--- config.mk ---
export PLATFORM = sky130hd
export DESIGN_NAME = mem_arbiter
export DESIGN_NICKNAME = d
export VERILOG_FILES = /design/src/rtl/rx32_mem_pkg.sv /design/src/rtl/mem_arbiter.sv
export SDC_FILE = /design/constraint.sdc
export NUM_CORES = 1
export LEC_CHECK = 0
export ABC_AREA = 1
export BUFFER_PORTS_ARGS = -buffer_cell sky130_fd_sc_hd__buf_2
export CORE_AREA = 2 2 104 106
export DETAILED_ROUTE_END_ITERATION = 8
export DIE_AREA = 0 0 106 108
export PLACE_DENSITY = 0.53
export REMOVE_ABC_BUFFERS = 1
export SLEW_MARGIN = 5
export SYNTH_ARGS = -nofsm -noshare
export SYNTH_HDL_FRONTEND = slang
export SYNTH_SLANG_ARGS = --single-unit
--- constraint.sdc ---
create_clock -name clk -period 1.62 [get_ports clk]
set_input_delay 0.162 -clock clk [delete_from_list [all_inputs] [get_ports clk]]
set_output_delay 0.162 -clock clk [all_outputs]
set_load 0.005 [all_outputs]
--- src/rtl/rx32_mem_pkg.sv ---
// Shared types and defaults for the instruction/data memory arbiter.
package rx32_mem_pkg;

  localparam int STARVE_LIMIT_DEF = 4;

  typedef enum logic {
    ARB    = 1'b0,
    LOCKED = 1'b1
  } arb_state_t;

  typedef enum logic [1:0] {
    OWN_NONE = 2'd0,
    OWN_I    = 2'd1,
    OWN_D    = 2'd2
  } owner_t;

endpackage

--- src/rtl/mem_arbiter.sv ---
// Two-port arbiter in front of a single-port memory with one-cycle read latency.
// Data port has priority; a saturating starvation counter forces an instruction slot.
//
// state  | meaning
// ARB    | both ports arbitrated; data wins unless instruction is starved
// LOCKED | data port owns memory for an atomic sequence; instruction blocked
module mem_arbiter
  import rx32_mem_pkg::*;
#(
  parameter int STARVE_LIMIT = STARVE_LIMIT_DEF
) (
  input  logic        clk,
  input  logic        reset,
  input  logic        i_req,
  input  logic [31:0] i_addr,
  output logic        i_gnt,
  output logic        i_rvalid,
  output logic [31:0] i_rdata,
  input  logic        d_req,
  input  logic        d_we,
  input  logic        d_lock,
  input  logic [31:0] d_addr,
  input  logic [31:0] d_wdata,
  output logic        d_gnt,
  output logic        d_rvalid,
  output logic [31:0] d_rdata,
  output logic        m_en,
  output logic        m_we,
  output logic [31:0] m_addr,
  output logic [31:0] m_wdata,
  input  logic [31:0] m_rdata
);

  localparam int CW = $clog2(STARVE_LIMIT + 1);
  localparam logic [CW-1:0] LIMIT = CW'(STARVE_LIMIT);

  arb_state_t    state, state_nxt;
  owner_t        owner, owner_nxt;
  logic          resp_we, resp_we_nxt;
  logic [CW-1:0] starve_cnt, starve_nxt;

  always_ff @(posedge clk) begin
    if (reset) begin
      state      <= ARB;
      owner      <= OWN_NONE;
      resp_we    <= 1'b0;
      starve_cnt <= '0;
    end else begin
      state      <= state_nxt;
      owner      <= owner_nxt;
      resp_we    <= resp_we_nxt;
      starve_cnt <= starve_nxt;
    end
  end

  always_comb begin
    i_gnt       = 1'b0;
    d_gnt       = 1'b0;
    state_nxt   = state;
    owner_nxt   = OWN_NONE;
    resp_we_nxt = 1'b0;
    starve_nxt  = '0;

    // Grants are forced low while reset is held so no outputs toggle.
    if (!reset) begin
      unique case (state)
        ARB: begin
          if (d_req && !(i_req && starve_cnt == LIMIT)) d_gnt = 1'b1;
          else if (i_req)                                i_gnt = 1'b1;
          if (d_gnt && d_lock) state_nxt = LOCKED;
        end
        LOCKED: begin
          d_gnt = d_req;
          if (!d_lock) state_nxt = ARB;
        end
        default: state_nxt = ARB;
      endcase
    end

    if (i_gnt) begin
      owner_nxt = OWN_I;
    end else if (d_gnt) begin
      owner_nxt   = OWN_D;
      resp_we_nxt = d_we;
    end

    if (i_req && !i_gnt)
      starve_nxt = (starve_cnt == LIMIT) ? starve_cnt : starve_cnt + 1'b1;
  end

  always_comb begin
    m_en    = i_gnt | d_gnt;
    m_we    = d_gnt & d_we;
    m_addr  = d_gnt ? d_addr : (i_gnt ? i_addr : 32'h0);
    m_wdata = d_gnt ? d_wdata : 32'h0;
  end

  // Response gating on reset suppresses a response whose grant preceded reset.
  assign i_rvalid = !reset && (owner == OWN_I);
  assign d_rvalid = !reset && (owner == OWN_D);
  assign i_rdata  = i_rvalid ? m_rdata : 32'h0;
  assign d_rdata  = (d_rvalid && !resp_we) ? m_rdata : 32'h0;

endmodule

==> results.py <==
metrics = {
    "cells_and_area": {
        "final_common_cell": "buf_2",
        "instances_no_fill": 736,
        "final_cell_mix": "buf_2 (267), nor2_1 (80), inv_1 (73)",
        "final_nets": 736,
        "drive_gt1_frac": 0.5526,
        "syn_to_final_growth_pct": 104.2,
    },
    "power": {
        "p_clk_frac": 0.233,
        "p_int_w": 0.0006640,
        "powerDensity_nw_per_um2": 302.7,
        "cellLeakagePower_nw": 2.440,
        "seq_power_share": 0.174,
        "ir_drop_v": 0.0001343,
        "combPwrFrac": 0.593,
        "p_switching_w": 0.0003923,
        "swShare": 0.3714,
        "finalPower_w": 0.001056,
    },
    "detailed_routing": {
        "drt-vias-per-instance": 4.171,
        "wire_per_inst_microns": 11.63,
        "drc": 0,
        "routed_wl_microns": 8561,
        "first_pass_iters": 5,
        "ant_nets": 0,
        "vias": 3070,
        "drt_iter0_drc": 205,
    },
    "placed_design": {
        "hpwl_microns": 6350,
        "io_buffers": 267,
        "dpl.cell_count": 721,
        "routabilityCongestion": 0.8039,
    },
    "sta": {
        "finalSetupViolations": 49,
        "finalMaxSlewViolations": 0,
        "finalHoldWorstSlack_ns": 0.1575,
        "period_minus_slack_ns": 1.675,
        "final_hold_viol_count": 0,
        "fmaxAchievable_mhz": 597.1,
        "clock_skew_ns": 0.004218,
        "slew_headroom": 0.7710,
        "rsz0062_at_grt": "true",
        "tightest_slew_ns": 0.3430,
        "finalWorstSetupSlack_ns": -0.05477,
        "fin_crit_sh": 1.034,
    },
    "worst_setup_path": {
        "crit_required_ns": 1.46,
        "cp_slowest_cell": "dfxtp_2",
        "startpoint_type": "register",
        "critPathMaxStageDelay_ns": 0.32,
        "critPathArrivalTime_ns": 1.51,
        "critPathKind": "register to primary output",
        "ff2ff_path_depth": 8,
        "endpoint_kind": "primary output",
        "crit_chain": "inv_2 -> ha_4 -> nand3_1 -> nand2_2 -> buf_4 -> nand2_1 -> o21ai_1 -> buf_2",
        "crit_path_max_fanout": 3,
    },
    "worst_hold_path": {
        "hold_class": "input port to register",
        "hold_depth": 3,
    },
    "global_routing": {
        "grt_max_degree": 38,
        "grt_usage": 0.1294,
        "grt_overflow": 0,
        "antenna_found_initial": 1,
        "grt_pass1_vias": 2763,
        "grt_pass1_wl_microns": 12230,
    },
    "synth": {
        "syn_area_sq_um": 1709,
        "netlist_instances": 335,
        "ys_ff_latch": 7,
        "syn_area_per_cell_sq_um": 5.102,
        "synth_warnings": 0,
        "synth_cell_types": 18,
        "ys_seq_area_frac": 0.08199,
    },
    "outcome": {
        "violations": "setup timing",
        "status": "finished, violations left",
    },
    "cts": {
        "clk_pin_slew_ns": 0.04,
        "cts_buffers": 3,
        "h-tree-depth": 1,
        "clkSinkCount": 7,
        "cts-root-buf": "clkbuf_8",
        "ctsLongestPathBuffers": 2,
        "cts_tree": "done",
        "clk_latency_ns": 0.23,
    },
    "floorplan": {
        "start_util": 0.1671,
        "die_area_sq_um": 11450,
        "rows": 37,
        "dieWidth_microns": 106,
        "die_h_microns": 108,
        "coreArea_sq_um": 10230,
        "io_pins": 268,
    },
    "run": {
        "drv_cap": 0,
    },
}
-- final timing paths --
| path | from | end | slack (ns) |
|---|---|---|---|
| setup / recovery | starve_cnt[0] | m_en | -0.05 |
| hold / removal | d_lock | state | 0.16 |
| setup reg to reg | starve_cnt[0] | starve_cnt[0] | 0.36 |
| hold reg to reg | state | state | 0.58 |
-- synthesized netlist by cell type (all sizes together) --
| cell type | number | share of area |
|---|---|---|
| o21ai | 3 | 0.0088 |
| nand3 | 3 | 0.016 |
| buf | 29 | 0.13 |
| nand4 | 64 | 0.23 |
| nor3 | 1 | 0.0059 |
| nand3b | 1 | 0.0044 |
| nor2 | 106 | 0.24 |
| nand2 | 41 | 0.094 |
| dfxtp | 7 | 0.082 |
| inv | 77 | 0.17 |
| ha | 2 | 0.015 |
| xor2 | 1 | 0.0051 |
-- critical path, delay by kind of cell, from the launching register on --
family / cells / cell delay, ns
buf+inv: 3 / 0.36
fa+ha+maj: 1 / 0.15
simple gates: 3 / 0.32
compound gates: 1 / 0.12
flops: 1 / 0.32
-- layer usage --
metal  global-route usage  routed length [microns]  vias up  part of all wire
li1                     -                        -     1570                 -
met1               0.1335                     3104     1313              0.36
met2               0.2622                     4604      178              0.54
met3              0.02351                      725        9             0.085
met4              0.04041                      127        0             0.015
met5                    0                        0        -                 0
-- through the flow --
| stage | instance area (sq um) | setup WS, ns | setup TNS, ns | utilization |
|---|---|---|---|---|
| 6_report | 3490 | -0.05477 | -0.9573 | 0.3411 |
| 5_1_grt | 3487 | -0.1603 | -7.509 | 0.3408 |
| 4_1_cts | 3376 | -0.03909 | -1.021 | 0.3300 |
| 3_5_place_dp | 3174 | 0.04421 | 0 | 0.3103 |
| 3_3_place_gp | 3174 | 0.1038 | 0 | 0.3103 |
| 2_1_floorplan | 1490 | -0.9671 | -45.07 | - |
-- cell type report --
cell class / count / area, sq um
Clock buffer: 4 / 45.04
Antenna cell: 1 / 2.502
Multi-Input combinational cell: 222 / 1164
Inverter: 77 / 291.5
Fill cell: 1112 / 6741
Timing Repair Buffer: 289 / 1674
Tap cell: 136 / 170.2
Sequential cell: 7 / 142.6
-- registers in the layout, summed over array words and instances, names as in the netlist --
signal / cells
state: 1
owner: 2
starve_cnt: 3
resp_we: 1
-- logic make-up after synthesis --
family | count (synthesis) | share of synthesized area
AOI/OAI and AO/OA | 3 | 0.008782
xor gates and xnor gates | 1 | 0.005125
adders and majority gates | 2 | 0.01464
buffers and inverters | 106 | 0.2972
DFF | 7 | 0.08199
and+or+nand+nor | 216 | 0.5922
-- power by group through the flow --
stage,registers [W],logic [W],clock network [W]
3_5_place_dp,0.000186,0.000572,0
3_3_place_gp,0.000185,0.000564,0
5_1_grt,0.000184,0.000695,0.000267
2_1_floorplan,0.000185,0.000210,0
6_report,0.000183,0.000627,0.000246
4_1_cts,0.000183,0.000595,0.000254
-- repair_timing --
action	4_1_cts	5_1_grt
setup endpoints to repair	68	68
resized for setup	18	32
hold buffers	0	0
pin swaps	7	12
cloned	3	1
setup buffers	4	3
(Power assumes the default switching activity.)
